**src/rtl/cla_add_arbiter_pkg.sv**
```systemverilog
// rtl/cla_add_arbiter_pkg.sv - shared types and constants for the two-requester adder arbiter
package cla_add_arbiter_pkg;

  localparam int LATENCY_DEFAULT = 5;

  typedef enum logic [1:0] {
    ST_IDLE      = 2'd0,
    ST_WIDE_WAIT = 2'd1,
    ST_WIDE_HI   = 2'd2
  } state_t;

  typedef enum logic [1:0] {
    KIND_NARROW = 2'd0,
    KIND_LO     = 2'd1,
    KIND_HI     = 2'd2
  } kind_t;

  typedef struct packed {
    logic  valid;
    logic  id;
    kind_t kind;
  } tag_t;

  localparam tag_t TAG_NONE = '{valid: 1'b0, id: 1'b0, kind: KIND_NARROW};

  function automatic tag_t make_tag(input logic id, input kind_t kind);
    tag_t t;
    t.valid = 1'b1;
    t.id    = id;
    t.kind  = kind;
    return t;
  endfunction

endpackage

```
**src/rtl/rr_arb_2.sv**
```systemverilog
// rtl/rr_arb_2.sv - two-way round-robin grant with a pointer that toggles on every accept
module rr_arb_2 (
  input  logic       clk,
  input  logic       rst_n,
  input  logic       enable,
  input  logic [1:0] valid,
  output logic [1:0] grant
);

  logic ptr;

  // favoured requester wins when valid, otherwise the other valid requester
  always_comb begin
    grant = 2'b00;
    if (enable) begin
      if (valid[0] && (!ptr || !valid[1])) begin
        grant = 2'b01;
      end else if (valid[1]) begin
        grant = 2'b10;
      end
    end
  end

  // pointer starts favouring requester 0 and flips after each accept
  always_ff @(posedge clk) begin
    if (!rst_n) begin
      ptr <= 1'b0;
    end else if (|grant) begin
      ptr <= ~ptr;
    end
  end

endmodule

```
**src/rtl/cla_add_arbiter.sv**
```systemverilog
// rtl/cla_add_arbiter.sv - shares one external pipelined 16-bit adder between two requesters
module cla_add_arbiter
  import cla_add_arbiter_pkg::*;
#(
  parameter int LATENCY = LATENCY_DEFAULT
) (
  input  logic        i_clk,
  input  logic        i_rst_n,
  input  logic        req0_valid,
  output logic        req0_ready,
  input  logic [31:0] req0_a,
  input  logic [31:0] req0_b,
  input  logic        req0_cin,
  input  logic        req0_wide,
  input  logic        req1_valid,
  output logic        req1_ready,
  input  logic [31:0] req1_a,
  input  logic [31:0] req1_b,
  input  logic        req1_cin,
  input  logic        req1_wide,
  output logic        rsp0_valid,
  output logic [31:0] rsp0_sum,
  output logic        rsp0_cout,
  output logic        rsp1_valid,
  output logic [31:0] rsp1_sum,
  output logic        rsp1_cout,
  output logic [15:0] add_a,
  output logic [15:0] add_b,
  output logic        add_cin,
  input  logic [15:0] add_sum,
  input  logic        add_cout
);

  state_t      state;
  state_t      state_nxt;
  logic [1:0]  grant;
  logic        grant_en;
  logic        acc;
  logic        acc_id;
  logic [31:0] acc_a;
  logic [31:0] acc_b;
  logic        acc_cin;
  logic        acc_wide;

  tag_t        tag_q [0:LATENCY];
  tag_t        ret_tag;
  tag_t        issue_tag;
  logic [15:0] issue_a;
  logic [15:0] issue_b;
  logic        issue_cin;
  logic        cin_pend;

  logic [15:0] hi_a;
  logic [15:0] hi_b;
  logic [15:0] low_sum;
  logic        wide_id;
  logic        lo_return;
  logic        hi_return;

  logic        rsp_fire;
  logic [31:0] rsp_sum_d;

  // grants only while idle and out of reset
  assign grant_en = i_rst_n && (state == ST_IDLE);

  rr_arb_2 u_arb (
    .clk    (i_clk),
    .rst_n  (i_rst_n),
    .enable (grant_en),
    .valid  ({req1_valid, req0_valid}),
    .grant  (grant)
  );

  assign req0_ready = grant[0];
  assign req1_ready = grant[1];

  // select the accepted requester's operands
  always_comb begin
    acc      = grant[0] | grant[1];
    acc_id   = grant[1];
    acc_a    = acc_id ? req1_a    : req0_a;
    acc_b    = acc_id ? req1_b    : req0_b;
    acc_cin  = acc_id ? req1_cin  : req0_cin;
    acc_wide = acc_id ? req1_wide : req0_wide;
  end

  // the tag at the end of the pipe lines up with add_sum/add_cout
  assign ret_tag   = tag_q[LATENCY];
  assign lo_return = ret_tag.valid && (ret_tag.kind == KIND_LO) && (state == ST_WIDE_WAIT);
  assign hi_return = ret_tag.valid && (ret_tag.kind == KIND_HI) && (state == ST_WIDE_HI);

  // state register
  always_ff @(posedge i_clk) begin
    if (!i_rst_n) begin
      state <= ST_IDLE;
    end else begin
      state <= state_nxt;
    end
  end

  // next state and issue selection: new accepts in IDLE, high half when the low half returns
  always_comb begin
    state_nxt = state;
    issue_a   = 16'h0000;
    issue_b   = 16'h0000;
    issue_cin = 1'b0;
    issue_tag = TAG_NONE;
    case (state)
      ST_IDLE: begin
        if (acc) begin
          issue_a   = acc_a[15:0];
          issue_b   = acc_b[15:0];
          issue_cin = acc_cin;
          issue_tag = make_tag(acc_id, acc_wide ? KIND_LO : KIND_NARROW);
          if (acc_wide) begin
            state_nxt = ST_WIDE_WAIT;
          end
        end
      end
      ST_WIDE_WAIT: begin
        if (lo_return) begin
          issue_a   = hi_a;
          issue_b   = hi_b;
          issue_cin = add_cout;
          issue_tag = make_tag(wide_id, KIND_HI);
          state_nxt = ST_WIDE_HI;
        end
      end
      ST_WIDE_HI: begin
        if (hi_return) begin
          state_nxt = ST_IDLE;
        end
      end
      default: state_nxt = ST_IDLE;
    endcase
  end

  // adder drive: operands at the issue edge, carry-in one edge later
  always_ff @(posedge i_clk) begin
    if (!i_rst_n) begin
      add_a    <= 16'h0000;
      add_b    <= 16'h0000;
      cin_pend <= 1'b0;
      add_cin  <= 1'b0;
    end else begin
      add_a    <= issue_a;
      add_b    <= issue_b;
      cin_pend <= issue_cin;
      add_cin  <= cin_pend;
    end
  end

  // tag pipeline tracking every issue in step with the adder
  always_ff @(posedge i_clk) begin
    if (!i_rst_n) begin
      for (int i = 0; i <= LATENCY; i++) begin
        tag_q[i] <= TAG_NONE;
      end
    end else begin
      tag_q[0] <= issue_tag;
      for (int i = 1; i <= LATENCY; i++) begin
        tag_q[i] <= tag_q[i-1];
      end
    end
  end

  // wide context: upper operands and owner at accept, low result when it returns
  always_ff @(posedge i_clk) begin
    if (!i_rst_n) begin
      hi_a    <= 16'h0000;
      hi_b    <= 16'h0000;
      wide_id <= 1'b0;
      low_sum <= 16'h0000;
    end else begin
      if ((state == ST_IDLE) && acc && acc_wide) begin
        hi_a    <= acc_a[31:16];
        hi_b    <= acc_b[31:16];
        wide_id <= acc_id;
      end
      if (lo_return) begin
        low_sum <= add_sum;
      end
    end
  end

  // result formatting for narrow and high-half returns
  always_comb begin
    rsp_fire  = 1'b0;
    rsp_sum_d = {16'h0000, add_sum};
    if (ret_tag.valid && (ret_tag.kind == KIND_NARROW)) begin
      rsp_fire = 1'b1;
    end else if (hi_return) begin
      rsp_fire  = 1'b1;
      rsp_sum_d = {add_sum, low_sum};
    end
  end

  // response registers: one-cycle strobe to the owner, data held otherwise
  always_ff @(posedge i_clk) begin
    if (!i_rst_n) begin
      rsp0_valid <= 1'b0;
      rsp0_sum   <= 32'h0;
      rsp0_cout  <= 1'b0;
      rsp1_valid <= 1'b0;
      rsp1_sum   <= 32'h0;
      rsp1_cout  <= 1'b0;
    end else begin
      rsp0_valid <= 1'b0;
      rsp1_valid <= 1'b0;
      if (rsp_fire && !ret_tag.id) begin
        rsp0_valid <= 1'b1;
        rsp0_sum   <= rsp_sum_d;
        rsp0_cout  <= add_cout;
      end
      if (rsp_fire && ret_tag.id) begin
        rsp1_valid <= 1'b1;
        rsp1_sum   <= rsp_sum_d;
        rsp1_cout  <= add_cout;
      end
    end
  end

endmodule

```
**config.mk**
```make
export PLATFORM = sky130hd
export DESIGN_NAME = cla_add_arbiter
export DESIGN_NICKNAME = d
export VERILOG_FILES = /design/src/rtl/cla_add_arbiter_pkg.sv /design/src/rtl/rr_arb_2.sv /design/src/rtl/cla_add_arbiter.sv
export SDC_FILE = /design/constraint.sdc
export NUM_CORES = 1
export LEC_CHECK = 0
export CAP_MARGIN = 10
export CORE_MARGIN = 2
export CORE_UTILIZATION = 23
export CTS_CLUSTER_SIZE = 12
export DETAILED_ROUTE_END_ITERATION = 6
export MAX_ROUTING_LAYER = met4
export PLACE_DENSITY_LB_ADDON = 0.15
export SLEW_MARGIN = 5
export SYNTH_ARGS = -nofsm -noshare
export SYNTH_HDL_FRONTEND = slang
export SYNTH_SLANG_ARGS = --single-unit
```
**constraint.sdc**
```tcl
create_clock -name i_clk -period 2.5 [get_ports i_clk]
set_clock_uncertainty 0.05 [all_clocks]
set_input_delay 0.25 -clock i_clk [delete_from_list [all_inputs] [get_ports i_clk]]
set_output_delay 0.25 -clock i_clk [all_outputs]
set_load 0.01 [all_outputs]
```
==> flow_metrics.py <==
metrics = {
    "cts": {
        "post-cts-setup-buffer-count": 0,
        "clock_path_buffers": 2,
        "path_clk_slew_ns": 0.08,
        "cts_buffers": 17,
        "cts_tree": "yes",
        "htreeDepth": 4,
        "cts-resized-gates": 0,
        "clkLatencyLatePin_ns": 0.43,
        "hold_buffers": 0,
        "cts_root_buffer": "clkbuf_16",
        "cts.sinks": 178,
    },
    "power_and_ir_drop": {
        "p_per_area_nw_per_um2": 620,
        "ir_drop_v": 0.000322,
        "p_leak_nw": 3.70,
        "power_mw": 6.45,
    },
    "floorplanning": {
        "rows": 63,
        "die_area_sq_um": 31300,
        "start_util": 0.233,
        "io_pins": 256,
        "core_area_sq_um": 29600,
        "die_w_um": 177,
        "dieHeight_um": 177,
    },
    "timing": {
        "setup_violations": 0,
        "drv_slew": 0,
        "timing.final.crit_share": 0.922,
        "timing.hold.ws_ns": 0.112,
        "slew_headroom": 0.484,
        "tightest_slew_ns": 0.774,
        "rsz0062_at_grt": "false",
        "hold_viol": 0,
        "period_minus_slack_ns": 2.30,
        "fmaxAchievable_ghz": 0.434,
        "setup_tns_ns": 0,
    },
    "yosys": {
        "ys_seq_elements": 178,
        "netlist_instances": 731,
        "synth_top_area_share": 0.518,
        "yosysUniqueCellTypes": 41,
        "syn_area_sq_um": 6870,
        "synth_top_cell_by_area": "dfxtp_1",
        "yosys_warnings": 0,
        "syn_avg_cell_area_sq_um": 9.40,
        "ys_seq_area_frac": 0.518,
        "synth_fp_nets": 884,
        "yosys-top-cells-area": "dfxtp_1 (52%), nand2_1 (8.1%), a31oi_2 (5.3%)",
    },
    "placement": {
        "port_buffers": 255,
        "dpl.hpwl_mm": 16.2,
        "placed_area_sq_um": 9800,
        "finalWeightedCongestion": 0.733,
    },
    "setup_path": {
        "worstSetupPathType": "reg -> out",
        "setup.worst_path.start_class": "register",
        "rrSetupSlack_ns": 0.57,
        "cp-end-kind": "output pin",
        "cp.arrival_ns": 2.00,
        "crit_fanout": 5,
        "r2r_cells": 5,
        "required_ns": 2.20,
    },
    "global_routing": {
        "grt_pass1_vias": 6345,
        "track_usage": 0.160,
        "grt_overflow": 0,
        "grt_max_degree": 90,
        "antenna_found_initial": 1,
        "grt_pass1_wl_mm": 37.5,
    },
    "routing": {
        "wl_per_cell_um": 17.9,
        "totalWireLength_mm": 24.4,
        "dr.pass1.iters": 7,
        "vias_per_cell": 4.62,
        "drc": 0,
        "vias": 6303,
        "dr.first_iter.drc_count": 518,
        "drtAntennaViolNets": 0,
    },
    "flow_run": {
        "max_cap_viol_count": 0,
    },
    "final_layout": {
        "layout_commonest_cell": "clkdlybuf4s50_1",
        "final_cell_mix": "clkdlybuf4s50_1 (254), dfxtp_1 (178), nand2_1 (149)",
        "final_layout_size_suffix_gt1_frac": 0.0976,
        "area_delta_synth_final_pct": 51.4,
        "stdcell_area_sq_um": 10400,
        "nets": 1113,
        "fillers": 3037,
    },
    "min_path": {
        "hold_depth": 3,
        "hold_class": "in -> reg",
    },
    "run_status": {
        "status": "finished clean",
    },
}
sequential cells by signal (all words and copies together) (netlist names):
signal	count
rsp0_sum	32
rsp1_sum	32
tag_q	24
add_a	16
add_b	16
hi_a	16
hi_b	16
low_sum	16
state	2
add_cin	1
cin_pend	1
rsp0_cout	1
rsp0_valid	1
rsp1_cout	1
rsp1_valid	1
u_arb.ptr	1
wide_id	1
power by group:
group | switching (mW) | internal, mW | total [mW]
registers | 0.0508 | 2.92 | 2.97
clock network | 1.31 | 1.46 | 2.77
logic | 0.313 | 0.395 | 0.708
final cells by class:
type,count,area (sq um),share of cell area
clock buffers,18,439,0.0422
well taps,390,488,0.0469
clock inverters,14,166,0.0160
inverters,3,11.3,0.00108
diodes,1,2.50,0.000240
repair buffers,278,2750,0.264
multi-input cells,482,2990,0.287
flip-flops and latches,178,3560,0.342
critical path: stages (launching register included):
cell,delay [ns]
dfxtp_1,0.39
nor3b_4,0.29
and3_1,0.25
clkdlybuf4s50_1,0.66
path summary, 6_finish.rpt:
check | startpoint | endpoint
max | state[1]$_SDFFE_PN0P_ | req0_ready
min | i_rst_n | hi_b[10]$_SDFFE_PN0P_
max reg2reg | state[1]$_SDFFE_PN0P_ | hi_a[3]$_SDFFE_PN0P_
min reg2reg | tag_q[0][18]$_SDFF_PN0_ | tag_q[0][22]$_SDFF_PN0_
layer usage:
layer,vias up,track usage,wire length [um]
li1,3097,-,-
met4,0,0.0344,212
met2,242,0.243,11000
met5,-,-,0
met3,15,0.0494,1890
met1,2949,0.209,11300
stage by stage:
step | worst slack [ns] | utilization | cells
floorplan | 0.926 | - | 731
global placement | 0.456 | 0.332 | 1331
detailed placement | 0.438 | 0.332 | 1331
CTS | 0.132 | 0.352 | 1363
global route | 0.110 | 0.352 | 1364
finish | 0.195 | 0.352 | 1364
cells in the mapped netlist (all sizes together):
master and instances:
nand2 149, o211a 1, a211oi 1, a21boi 33, clkbuf 37, o21a 1
a31oi 64, nor4 1, nor2b 19, a32oi 1, and3 1, a22oi 16
and2 25, nand2b 4, a211o 1, o211ai 1, buf 31, o21ai 33
a41o 2, nor3b 2, a222oi 33, nor3 1, nand3 18, o31ai 32
nor2 36, and4 2, or2 1, a21oi 2, inv 3, nand4b 1
xnor2 1, dfxtp 178
cells by family after synthesis:
logic type      count (synthesis)  synth area share
compound gates                221             0.258
xor+xnor                        1           0.00127
buf+inv                        71            0.0495
flops                         178             0.518
simple gates                  260             0.173
No activity file was read; power rests on OpenSTA's default activity.
